**config.mk**
```make
export PLATFORM = sky130hd
export DESIGN_NAME = binary_centroid_flat
export DESIGN_NICKNAME = d
export VERILOG_FILES = /design/src/rtl/binary_centroid_pkg.sv /design/src/rtl/binary_centroid_if.sv /design/src/rtl/binary_centroid_seq_divider.sv /design/src/rtl/binary_centroid.sv /design/src/flat_wrapper.sv
export SDC_FILE = /design/constraint.sdc
export NUM_CORES = 1
export LEC_CHECK = 0
export CORE_ASPECT_RATIO = 0.8
export CORE_UTILIZATION = 38
export DETAILED_ROUTE_END_ITERATION = 10
export PLACE_DENSITY = 0.54
export SYNTH_ARGS = -nofsm -noshare
export SYNTH_HDL_FRONTEND = slang
export SYNTH_SLANG_ARGS = --single-unit
```
**constraint.sdc**
```tcl
create_clock -name cam_pclk -period 23.9 [get_ports cam_pclk]
set_input_delay 4.78 -clock cam_pclk [delete_from_list [all_inputs] [get_ports cam_pclk]]
set_output_delay 4.78 -clock cam_pclk [all_outputs]
set_load 0.01 [all_outputs]
```
**src/rtl/binary_centroid_pkg.sv**
```systemverilog
// Shared defaults, derived widths and FSM state type for the binary centroid block.
// Derived widths here describe the default build; modules re-derive from their own parameters.
package centroid_pkg;

  localparam int DEF_IMG_W  = 320;
  localparam int DEF_IMG_H  = 240;
  localparam int DEF_ADDR_W = 17;
  localparam int DEF_X_W    = $clog2(DEF_IMG_W);
  localparam int DEF_Y_W    = $clog2(DEF_IMG_H);
  localparam int DEF_SUM_W  = DEF_ADDR_W + DEF_X_W;

  typedef enum logic [1:0] {
    IDLE,
    DIVIDE,
    DONE
  } state_t;

endpackage

```
**src/rtl/binary_centroid_if.sv**
```systemverilog
// Capture-stage pixel write stream plus the centroid result bundle.
// master = capture/steering side, slave = binary_centroid.
interface binary_centroid_if
  import centroid_pkg::*;
#(
  parameter int IMG_W  = DEF_IMG_W,
  parameter int IMG_H  = DEF_IMG_H,
  parameter int ADDR_W = DEF_ADDR_W
);
  localparam int X_W = $clog2(IMG_W);
  localparam int Y_W = $clog2(IMG_H);

  logic [ADDR_W-1:0] wr_addr;
  logic              wr_data;
  logic              wr_en;
  logic              frame_done;
  logic [ADDR_W-1:0] min_count;
  logic [X_W-1:0]    cent_x;
  logic [Y_W-1:0]    cent_y;
  logic [ADDR_W-1:0] pix_count;
  logic              found;
  logic              result_valid;
  logic              busy;
  logic              addr_err;
  logic              overrun;

  modport master (
    output wr_addr, wr_data, wr_en, frame_done, min_count,
    input  cent_x, cent_y, pix_count, found, result_valid, busy, addr_err, overrun
  );

  modport slave (
    input  wr_addr, wr_data, wr_en, frame_done, min_count,
    output cent_x, cent_y, pix_count, found, result_valid, busy, addr_err, overrun
  );

endinterface

```
**src/rtl/binary_centroid_seq_divider.sv**
```systemverilog
// Restoring unsigned divider, one quotient bit per clock; start loads operands and does bit one.
// done pulses the cycle after the last of N_W bits; a new start restarts it at any time.
module seq_divider #(
  parameter int N_W = 26,
  parameter int D_W = 17,
  parameter int Q_W = 9
) (
  input  logic           cam_pclk,
  input  logic           reset,
  input  logic           start,
  input  logic [N_W-1:0] dividend,
  input  logic [D_W-1:0] divisor,
  output logic [Q_W-1:0] quotient,
  output logic           done
);
  localparam int C_W = $clog2(N_W + 1);

  logic [D_W-1:0] rem_q, rem_in, rem_d, dvs_q, dvs_in;
  logic [N_W-1:0] quo_q, quo_in;
  logic [D_W:0]   trial;
  logic [C_W-1:0] cnt_q;
  logic           qbit;
  logic           step;

  assign step     = start || (cnt_q != '0);
  assign quotient = quo_q[Q_W-1:0];

  // quo doubles as the dividend shift register: its msb feeds the trial, quotient bits enter at the lsb
  always_comb begin
    rem_in = start ? '0 : rem_q;
    quo_in = start ? dividend : quo_q;
    dvs_in = start ? divisor : dvs_q;
    trial  = {rem_in, quo_in[N_W-1]};
    rem_d  = trial[D_W-1:0];
    qbit   = 1'b0;
    if (trial >= {1'b0, dvs_in}) begin
      rem_d = D_W'(trial - {1'b0, dvs_in});
      qbit  = 1'b1;
    end
  end

  always_ff @(posedge cam_pclk) begin
    if (reset) begin
      rem_q <= '0;
      quo_q <= '0;
      dvs_q <= '0;
      cnt_q <= '0;
      done  <= 1'b0;
    end else begin
      done <= 1'b0;
      if (step) begin
        rem_q <= rem_d;
        quo_q <= {quo_in[N_W-2:0], qbit};
        dvs_q <= dvs_in;
        cnt_q <= start ? C_W'(N_W - 1) : cnt_q - 1'b1;
        done  <= !start && (cnt_q == C_W'(1));
      end
    end
  end

endmodule

```
**src/rtl/binary_centroid.sv**
```systemverilog
// Accumulates foreground pixel count/coordinate sums per frame and reports the blob centroid.
// Define CENTROID_ROUND_EN for round-half-up centroids; default build truncates.
module binary_centroid
  import centroid_pkg::*;
#(
  parameter int IMG_W  = DEF_IMG_W,
  parameter int IMG_H  = DEF_IMG_H,
  parameter int ADDR_W = DEF_ADDR_W
) (
  input  logic             cam_pclk,
  input  logic             reset,
  binary_centroid_if.slave bus
);
  localparam int X_W   = $clog2(IMG_W);
  localparam int Y_W   = $clog2(IMG_H);
  localparam int SUM_W = ADDR_W + X_W;
  localparam logic [X_W-1:0] X_LAST = X_W'(IMG_W - 1);
  localparam logic [Y_W:0]   Y_END  = (Y_W + 1)'(IMG_H);

  // y needs one spare bit so it can sit at IMG_H once the frame is full
  logic [X_W-1:0]    x_q;
  logic [Y_W:0]      y_q;
  logic [ADDR_W-1:0] exp_addr_q, count_q, count_tot, snap_count_q;
  logic [SUM_W-1:0]  sum_x_q, sum_y_q, sum_x_tot, sum_y_tot, dvd_x, dvd_y;
  logic [X_W-1:0]    quo_x, cent_x_q;
  logic [Y_W-1:0]    quo_y, cent_y_q;
  logic [ADDR_W-1:0] pix_count_q;
  logic in_range, take, busy_i, fd_accept, go, div_start, div_done_x, div_done_y;
  logic snap_pend_q, snap_go_q, found_q, result_valid_q, addr_err_q, overrun_q;
  state_t state_q, state_d;

  assign in_range  = (y_q < Y_END);
  assign take      = bus.wr_en && in_range && bus.wr_data;
  assign count_tot = count_q + ADDR_W'(take);
  assign sum_x_tot = sum_x_q + (take ? SUM_W'(x_q) : '0);
  assign sum_y_tot = sum_y_q + (take ? SUM_W'(y_q) : '0);
  assign busy_i    = snap_pend_q || (state_q != IDLE);
  assign fd_accept = bus.frame_done && !busy_i;
  assign go        = (count_tot >= bus.min_count) && (count_tot != '0);
  assign div_start = fd_accept && go;

`ifdef CENTROID_ROUND_EN
  // sum + count/2 stays below count*IMG_W, so the rounded dividend still fits SUM_W bits
  assign dvd_x = sum_x_tot + SUM_W'(count_tot >> 1);
  assign dvd_y = sum_y_tot + SUM_W'(count_tot >> 1);
`else
  assign dvd_x = sum_x_tot;
  assign dvd_y = sum_y_tot;
`endif

  always_ff @(posedge cam_pclk) begin
    if (reset) begin
      x_q        <= '0;
      y_q        <= '0;
      exp_addr_q <= '0;
      count_q    <= '0;
      sum_x_q    <= '0;
      sum_y_q    <= '0;
      addr_err_q <= 1'b0;
    end else begin
      if (bus.wr_en && (!in_range || (bus.wr_addr != exp_addr_q))) addr_err_q <= 1'b1;
      if (bus.frame_done) begin
        x_q        <= '0;
        y_q        <= '0;
        exp_addr_q <= '0;
        count_q    <= '0;
        sum_x_q    <= '0;
        sum_y_q    <= '0;
      end else if (bus.wr_en && in_range) begin
        count_q    <= count_tot;
        sum_x_q    <= sum_x_tot;
        sum_y_q    <= sum_y_tot;
        x_q        <= (x_q == X_LAST) ? '0 : x_q + 1'b1;
        y_q        <= (x_q == X_LAST) ? y_q + 1'b1 : y_q;
        exp_addr_q <= exp_addr_q + 1'b1;
      end
    end
  end

  seq_divider #(.N_W(SUM_W), .D_W(ADDR_W), .Q_W(X_W)) u_div_x (
    .cam_pclk(cam_pclk), .reset(reset), .start(div_start),
    .dividend(dvd_x), .divisor(count_tot), .quotient(quo_x), .done(div_done_x)
  );

  seq_divider #(.N_W(SUM_W), .D_W(ADDR_W), .Q_W(Y_W)) u_div_y (
    .cam_pclk(cam_pclk), .reset(reset), .start(div_start),
    .dividend(dvd_y), .divisor(count_tot), .quotient(quo_y), .done(div_done_y)
  );

  always_ff @(posedge cam_pclk) begin
    if (reset) state_q <= IDLE;
    else       state_q <= state_d;
  end

  // the divide/skip decision is taken one cycle after frame_done from the snapshot
  always_comb begin
    state_d = state_q;
    case (state_q)
      IDLE:    if (snap_pend_q) state_d = snap_go_q ? DIVIDE : DONE;
      DIVIDE:  if (div_done_x && div_done_y) state_d = DONE;
      DONE:    state_d = IDLE;
      default: state_d = IDLE;
    endcase
  end

  always_ff @(posedge cam_pclk) begin
    if (reset) begin
      snap_pend_q    <= 1'b0;
      snap_go_q      <= 1'b0;
      snap_count_q   <= '0;
      overrun_q      <= 1'b0;
      result_valid_q <= 1'b0;
      cent_x_q       <= '0;
      cent_y_q       <= '0;
      pix_count_q    <= '0;
      found_q        <= 1'b0;
    end else begin
      snap_pend_q    <= fd_accept;
      result_valid_q <= (state_q == DONE);
      if (fd_accept) begin
        snap_go_q    <= go;
        snap_count_q <= count_tot;
      end
      if (bus.frame_done && busy_i) overrun_q <= 1'b1;
      if (state_q == DONE) begin
        cent_x_q    <= snap_go_q ? quo_x : '0;
        cent_y_q    <= snap_go_q ? quo_y : '0;
        pix_count_q <= snap_count_q;
        found_q     <= snap_go_q;
      end
    end
  end

  assign bus.cent_x       = cent_x_q;
  assign bus.cent_y       = cent_y_q;
  assign bus.pix_count    = pix_count_q;
  assign bus.found        = found_q;
  assign bus.result_valid = result_valid_q;
  assign bus.busy         = busy_i;
  assign bus.addr_err     = addr_err_q;
  assign bus.overrun      = overrun_q;

endmodule
```
**src/flat_wrapper.sv**
```systemverilog
// flat-port wrapper written by rule: the top's interface ports become plain ports
module binary_centroid_flat import centroid_pkg::*;
#(
  parameter int IMG_W  = DEF_IMG_W,
  parameter int IMG_H  = DEF_IMG_H,
  parameter int ADDR_W = DEF_ADDR_W
)
  (cam_pclk, reset, bus_wr_addr, bus_wr_data, bus_wr_en, bus_frame_done, bus_min_count, bus_cent_x, bus_cent_y, bus_pix_count, bus_found, bus_result_valid, bus_busy, bus_addr_err, bus_overrun);
  binary_centroid_if #(.IMG_W(IMG_W), .IMG_H(IMG_H), .ADDR_W(ADDR_W)) bus_i ();
  input  logic cam_pclk;
  input  logic reset;
  input wire logic [$bits(bus_i.wr_addr)-1:0] bus_wr_addr;
  input wire logic [$bits(bus_i.wr_data)-1:0] bus_wr_data;
  input wire logic [$bits(bus_i.wr_en)-1:0] bus_wr_en;
  input wire logic [$bits(bus_i.frame_done)-1:0] bus_frame_done;
  input wire logic [$bits(bus_i.min_count)-1:0] bus_min_count;
  output wire logic [$bits(bus_i.cent_x)-1:0] bus_cent_x;
  output wire logic [$bits(bus_i.cent_y)-1:0] bus_cent_y;
  output wire logic [$bits(bus_i.pix_count)-1:0] bus_pix_count;
  output wire logic [$bits(bus_i.found)-1:0] bus_found;
  output wire logic [$bits(bus_i.result_valid)-1:0] bus_result_valid;
  output wire logic [$bits(bus_i.busy)-1:0] bus_busy;
  output wire logic [$bits(bus_i.addr_err)-1:0] bus_addr_err;
  output wire logic [$bits(bus_i.overrun)-1:0] bus_overrun;
  assign bus_i.wr_addr = bus_wr_addr;
  assign bus_i.wr_data = bus_wr_data;
  assign bus_i.wr_en = bus_wr_en;
  assign bus_i.frame_done = bus_frame_done;
  assign bus_i.min_count = bus_min_count;
  assign bus_cent_x = bus_i.cent_x;
  assign bus_cent_y = bus_i.cent_y;
  assign bus_pix_count = bus_i.pix_count;
  assign bus_found = bus_i.found;
  assign bus_result_valid = bus_i.result_valid;
  assign bus_busy = bus_i.busy;
  assign bus_addr_err = bus_i.addr_err;
  assign bus_overrun = bus_i.overrun;
  binary_centroid #(.IMG_W(IMG_W), .IMG_H(IMG_H), .ADDR_W(ADDR_W)) u_core (.cam_pclk(cam_pclk), .reset(reset), .bus(bus_i));
endmodule
```
; ---- Word level (Yosys, flattened, before mapping)
; Cells that the tools add are included.
[classes]
bitwise = 2
addsub = 10
n_reduce_logical = 27
eq_ne = 8
n_lt_le_gt_ge = 4
mux = 21
[op_table]
columns = operator, n
row1 = 2-to-1 mux 17 bit, 6
row2 = adder 26 bit, 2
row3 = 2-to-1 mux 26 bit, 2
row4 = >= comparator 18 x 17 -> 1 bit, 2
row5 = 2-to-1 mux 9 bit, 4
row6 = subtractor 17 bit, 2
row7 = "adder 9 x 1 -> 9 bit, second input constant", 2
row8 = adder 17 x 1 -> 17 bit, 1
row9 = "adder 17 x 1 -> 17 bit, second input constant", 1
row10 = >= comparator 17 bit, 1
row11 = != test 17 bit, 1
row12 = nonzero test 17 bit, 1
row13 = "== test 5 x 1 -> 1 bit, second input constant", 2
row14 = logical AND 1 bit, 10
row15 = 2-to-1 mux 5 bit, 2
row16 = nonzero test 5 bit, 2
row17 = "subtractor 5 x 1 -> 5 bit, second input constant", 2
row18 = "== test 9 bit, second input constant", 1
row19 = "< comparator 9 x 8 -> 1 bit, second input constant", 1
row20 = 2-to-1 mux 8 bit, 1
row21 = 2-to-1 mux 2 bit, 3
row22 = OR reduction 2 bit, 3
row23 = logical OR 1 bit, 4
row24 = "!= test 2 x 1 -> 1 bit, second input constant", 2
row25 = 9 further kinds, 14
[word_totals]
in_bits = 39
out_inout_bits = 39
regBits = 295
wordCells = 99

; ---- Depth between registers and ports, before layout
[logic_depth]
word_depth = 10
mapped_depth = 33
depth_no_buf = 27

; ---- Modules after synthesis
; A second synthesis with hierarchy kept.
[hier_totals]
hier_cells = 2092
hier_area_um2 = 16716.0
[by_module_without_submodules]
columns = module, area_per_inst_um2, instances, cells_each
row1 = binary_centroid, 9085.0, 1, 1135
row2 = seq_divider at u_core.u_div_y, 3856.2, 1, 487
row3 = seq_divider at u_core.u_div_x, 3774.9, 1, 470

; ---- Least setup slack after synthesis
; Ideal clock, no wire load.
[synth_timing]
path_type = input port to flip-flop
start = input port bus_wr_data
end = register u_core.u_div_y.rem_q[11]
path_stages = 30
arrival_time_ns = 10.775
required_ns = 23.841
n_path_buf = 6
path_slack_ns = 13.067
cell_sequence = and3_1 clkbuf_1 clkbuf_1 ha_1 nand3_4 nor4_2 xor2_1 ha_1 o21a_1 o21a_1 o21a_1 o21ai_0 nor2_1 and2_1 buf_2 buf_2 buf_2 o21ai_0 ha_1 inv_1 fa_1 a211oi_1 o211a_1 nor3_1 o21a_1 o41ai_2 clkbuf_1 a21oi_1 o22ai_1 o211a_1
[synth_via]
elab_chain_cells = 8
elab_cells_between_ends = 15
cone_classes = add/sub (3) / order compare (2) / mux (5) / reduce/logical (5)
[synth_rtl]
columns = item, line
row1 = from (decl), flat_wrapper.sv:13  ; input wire logic [$bits(bus_i.wr_data)-1:0] bus_wr_data;
row2 = logical AND 1 bit (*), binary_centroid.sv:33  ; assign take = bus.wr_en && in_range && bus.wr_data;
row3 = adder 17 x 1 -> 17 bit (*), binary_centroid.sv:34  ; assign count_tot = count_q + ADDR_W'(take);
row4 = named net u_core.count_tot[13], binary_centroid.sv:23  ; logic [ADDR_W-1:0] exp_addr_q, count_q, count_tot, snap_count_q;
row5 = >= comparator 17 bit / nonzero test 17 bit (equally long branches), binary_centroid.sv:39  ; assign go = (count_tot >= bus.min_count) && (count_tot != '0);
row6 = logical AND 1 bit, binary_centroid.sv:39
row7 = logical AND 1 bit, binary_centroid.sv:40  ; assign div_start = fd_accept && go;
row8 = "2-to-1 mux 26 bit, or another cell as far along", binary_centroid_seq_divider.sv:31  ; quo_in = start ? dividend : quo_q;
row9 = subtractor 17 bit / >= comparator 18 x 17 -> 1 bit (equally long branches), "binary_centroid_seq_divider.sv:37, binary_centroid_seq_divider.sv:36"
row10 = 2-to-1 mux 17 bit, binary_centroid_seq_divider.sv:36  ; if (trial >= {1'b0, dvs_in}) begin
row11 = to (signal assigned), binary_centroid_seq_divider.sv:52  ; rem_q <= rem_d;
row12 = to (decl), binary_centroid_seq_divider.sv:18  ; logic [D_W-1:0] rem_q, rem_in, rem_d, dvs_q, dvs_in;
; The timed path passes the listed nets; every way through them passes the cells marked *.
; A chain may end at the register's enable or synchronous reset.

; ---- Worst setup path after layout
[layout_timing]
start = input port bus_wr_en
end = register u_core.u_div_y.rem_q[11]
[layout_via]
elab_chain_cells = 9
elab_cells_between_ends = 16
cone_classes = add/sub (3) / order compare (2) / mux (5) / reduce/logical (6)
[layout_rtl]
columns = item, line
row1 = from (decl), flat_wrapper.sv:14  ; input wire logic [$bits(bus_i.wr_en)-1:0] bus_wr_en;
row2 = logical AND 1 bit (*) (2 in a row), binary_centroid.sv:33
row3 = adder 17 x 1 -> 17 bit (*), binary_centroid.sv:34
row4 = named net u_core.count_tot[12], binary_centroid.sv:23
row5 = >= comparator 17 bit / nonzero test 17 bit (equally long branches), binary_centroid.sv:39
row6 = logical AND 1 bit (*), binary_centroid.sv:39
row7 = logical AND 1 bit (*), binary_centroid.sv:40
row8 = 2-to-1 mux 17 bit (*), binary_centroid_seq_divider.sv:32  ; dvs_in = start ? divisor : dvs_q;
row9 = named net u_core.u_div_y.dvs_in[0], binary_centroid_seq_divider.sv:18
row10 = subtractor 17 bit / >= comparator 18 x 17 -> 1 bit (equally long branches), "binary_centroid_seq_divider.sv:37, binary_centroid_seq_divider.sv:36"
row11 = 2-to-1 mux 17 bit (*), binary_centroid_seq_divider.sv:36
; Marked as above.

==> implementation parameters <==
Parameter                              Value

CTS
  TritonCTS clock tree    yes
  Clock-pin transition on the worst setup and hold timing paths    0.06 ns
  Clock root buffer    clkbuf_16
  Hold buffer count at CTS    0
  Clk Latency, worst-skew pair    0.52 ns
  Number of post-CTS setup repair buffers    0
  Number of clock sinks    roughly 300
  H-tree levels    2
  Number of buffers inserted during clock tree synthesis    35
  Maximum number of buffers from clock root to sink    3
  # resized after CTS    0

Timing
  Final setup skew    0.0192 ns
  Max Transition Viols Final    0
  Worst slew margin    20.9%
  Setup repair after global routing missed its margin    false
  Final-report setup violation count    0
  Final hold violation count    0
  Tmin final    12.99 ns
  Max Clk Rate    just under 80 MHz
  Transition time at the pin with the least slew margin    ~1.2 ns
  Setup TNS    0 ns
  Period utilization    between 50% and 60%

Drt
  First drt pass iteration count    6
  Detailed-routing wirelength on met1    between 20000 and 25000 microns
  Number of DRC violations after detailed routing    0
  Antenna Nets Post-Route    0
  Initial DRC count    approximately 890
  Number of vias after detailed routing    between 10k and 15k
  Detailed route wirelength on metal3    1770 microns
  Total Wirelength    43500 microns
  Met2 routed wirelength    19000 microns
  Routed length per placed instance    16.7 microns
  Top sig layer    met4
  Average via count per standard cell    5.38

Outcome
  Result of the run    complete, no violations

Die
  Starting density of the core    approximately 39%
  Site row count    67
  Boundary pin count    78
  Area of the placeable core    42000 sq um
  Horizontal die dimension    233 microns
  Die area    roughly 44000 sq um
  Vertical extent of the die    187 microns

Global route
  Initial antenna violation count    0
  Via count of the first global-routing pass    between 10k and 15k
  Global-route wire length before repair    71400 microns
  GRT Util Overall    between 10% and 20%
  Final global-route overflow total    0
  Maximum number of pins on one net before global-route repair    95

Worst setup path
  Terminus of the critical flop-to-flop path    u_core.u_div_y.rem_q[11]
  Req. time, crit path    24.36 ns
  Arrival time of data at the critical path endpoint    13.45 ns
  Start-to-end type of the worst setup path    primary input to flip-flop
  Number of cells on the worst reg-to-reg path    27
  Startpoint types    primary input
  R2r startpoint    u_core.y_q[6]
  Biggest cell delay along the critical path    about 0.93 ns
  Register-to-Register Setup Slack    roughly 15 ns
  Slowest CP cell    o41ai_4
  Endpoint type of the worst setup path    flip-flop
  Launching instance or port of the critical path    bus_wr_en
  Maximum fanout along the worst path    68

Min path
  Start point of the worst hold path    u_core.snap_count_q[11]
  Cell count of the worst hold path    2
  Hold WC Path Type    flip-flop to flip-flop
  Worst hold path endpoint    u_core.bus.pix_count[11]

Yosys
  Biggest area consumer among synthesized cells    dfxtp_1
  Synth Net Count    2138
  Count of distinct cell types in the synthesized netlist    between 70 and 80
  Number of warnings issued by yosys    0
  Cell area after synthesis    16200 sq um
  Most used standard cell by instance count after synthesis    dfxtp_1
  Syn avg cell area    8.06 sq um
  Share of Yosys cell area claimed by the top area cell type    36.4%
  Leading post-synthesis cells by instance count    dfxtp_1 (295), nand2_1 (266), nor2_1 (263), a21oi_1 (131), xor2_1 (84)
  Flip-flop and latch count after synthesis    295
  Seq/Total Area, Yosys    36.4%
  Ranking of synthesized cells by area    dfxtp_1 (36%), ha_1 (6.2%), nand2_1 (6.1%)
  Cell count after synthesis    2015
  Predominant post-synthesis flop cell    dfxtp_1
  Async S/R FF share, synth    0%
  Number of enable flip-flop cells after synthesis    0

Power
  Flop pwr share    33.1%
  Gate power share    35.5%
  Clock power frac    31.4%
  Internal power contribution    1.09 mW
  Switching Power    roughly 0.6 mW
  Max rail drop VDD    around 50 uV
  Power per unit of standard cell area    92.1 nW/um^2
  Sw frac    between 30 and 40%
  Static power due to leakage    ~7.0 nW

Cells and area
  Layout net count    2148
  Antenna Cells    0
  Layout Cells excl Fill    2602
  Post-synthesis to final-layout area growth    13.5%
  Layout cell share with drive strength beyond 1    4.83%

Place
  Final RePlAce weighted congestion    0.868
  HPWL after detailed placement    29800 microns
  Cell count after placement    2540
  I/O Buffers    77

Job
  Max-cap check violation count    0
==> sequential cells by signal, indices dropped and copies added, names as in the netlist, 2 cells and up <==
name,flops
u_core.bus.cent_x,9
u_core.bus.cent_y,8
u_core.bus.pix_count,17
u_core.count_q,17
u_core.exp_addr_q,17
u_core.snap_count_q,17
u_core.state_q,2
u_core.sum_x_q,26
u_core.sum_y_q,26
u_core.u_div_x.cnt_q,5
u_core.u_div_x.dvs_q,17
u_core.u_div_x.quo_q,26
u_core.u_div_x.rem_q,17
u_core.u_div_y.cnt_q,5
u_core.u_div_y.dvs_q,17
u_core.u_div_y.quo_q,26
u_core.u_div_y.rem_q,17
u_core.x_q,9
u_core.y_q,9
==> per-stage QoR <==
stage                     hold WS [ns]  utilization [%]  power [mW]  setup WS [ns]  instance area (sq um)
after global routing             0.480             43.9        1.80          10.23                  18400
after floorplan                  0.431                -        1.02          13.07                  16200
after CTS                        0.453             43.9        1.71          10.91                  18400
after global placement           0.445             41.2        1.16          10.71                  17300
final                            0.452             43.9        1.70          10.91                  18400
after detailed placement         0.444             41.2        1.17          10.39                  17300
==> metal layers <==
layer | up-vias | track usage [%]
met1 | 6639 | 29.1
met2 | 266 | 31.0
met3 | 56 | 2.65
met4 | 0 | 4.42
li1 | 7029 | -
met5 | - | 0
==> cell usage in the layout (no fill, tap or decap), types with 7 or more instances in the layout <==
cell             Yosys  routed
clkdlybuf4s50_1      0      76
a2bb2oi_1           10      10
nor4_1              10      10
a211oi_1            27      27
nor2_1             263     263
o211a_1             16      16
nand2b_1             8       8
a21oi_1            131     131
clkbuf_8             0       7
xnor2_1             82      82
nand3_1             36      36
or2_2               10       9
mux2i_1             35      35
clkbuf_16            0      35
xor2_1              84      84
o211ai_1            10      10
nand4_1             27      27
buf_4                6      14
o22ai_1             16      16
clkbuf_1            81       7
a22oi_1             17      17
dfxtp_1            295     295
inv_1               56      56
and3_1              35      35
a311oi_1            39      39
and4_1               7       7
and2_1              63      61
or3_1               22      22
nor2b_1              7       7
nand2_1            266     265
ha_1                80      80
o21a_1              15      15
nor3_1              76      76
a21o_1              15      15
o21ai_0             63      63
==> critical path, delay by kind of cell <==
kind            cells  cell delay, ns
compound gates      8            2.56
fa+ha+maj           4            1.27
simple gates       11            2.80
xor+xnor            1            0.56
buf+inv             3            1.42
==> worst max-delay path by stage <==
| stage | cells past startpoint | endpoint | slack [ns] |
|---|---|---|---|
| 3_5_place_dp | 27 | u_core.u_div_y.rem_q[12] | 10.39 |
| 6_report | 27 | u_core.u_div_y.rem_q[11] | 10.91 |
| 5_1_grt | 27 | u_core.u_div_y.rem_q[0] | 10.23 |
| 3_3_place_gp | 27 | u_core.u_div_y.rem_q[12] | 10.71 |
| 4_1_cts | 27 | u_core.u_div_y.rem_q[11] | 10.91 |
| 2_1_floorplan | 30 | u_core.u_div_y.rem_q[11] | 13.07 |
==> cell families (layout without fill, tap and decap cells) <==
family / after synthesis / after routing / synth area share, %
fa+ha+maj: 84 / 84 / 6.66
compound gates: 405 / 405 / 16.6
mux: 37 / 37 / 2.30
flops: 295 / 295 / 36.4
buf+inv: 174 / 209 / 4.65
other cells: 1 / 1 / 0.0231
simple gates: 853 / 853 / 24.5
xor+xnor: 166 / 166 / 8.95
==> layout make-up <==
cell class	count	area, sq um
Clock buffer	49	998
Clock inverter	13	136
Fill cell	4196	23600
Inverter	56	210
Multi-Input combinational cell	1546	9610
Sequential cell	295	5910
Tap cell	552	691
Timing Repair Buffer	91	877
==> power groups by stage <==
stage               combinational (mW)  clock, mW  sequential [mW]
global route                     0.667      0.571            0.566
detailed placement               0.594          0            0.572
floorplan                        0.459          0            0.560
CTS                              0.599      0.549            0.561
finish                           0.603      0.533            0.562
global placement                 0.585          0            0.571
Note: power is estimated with default switching activity, not from simulation.
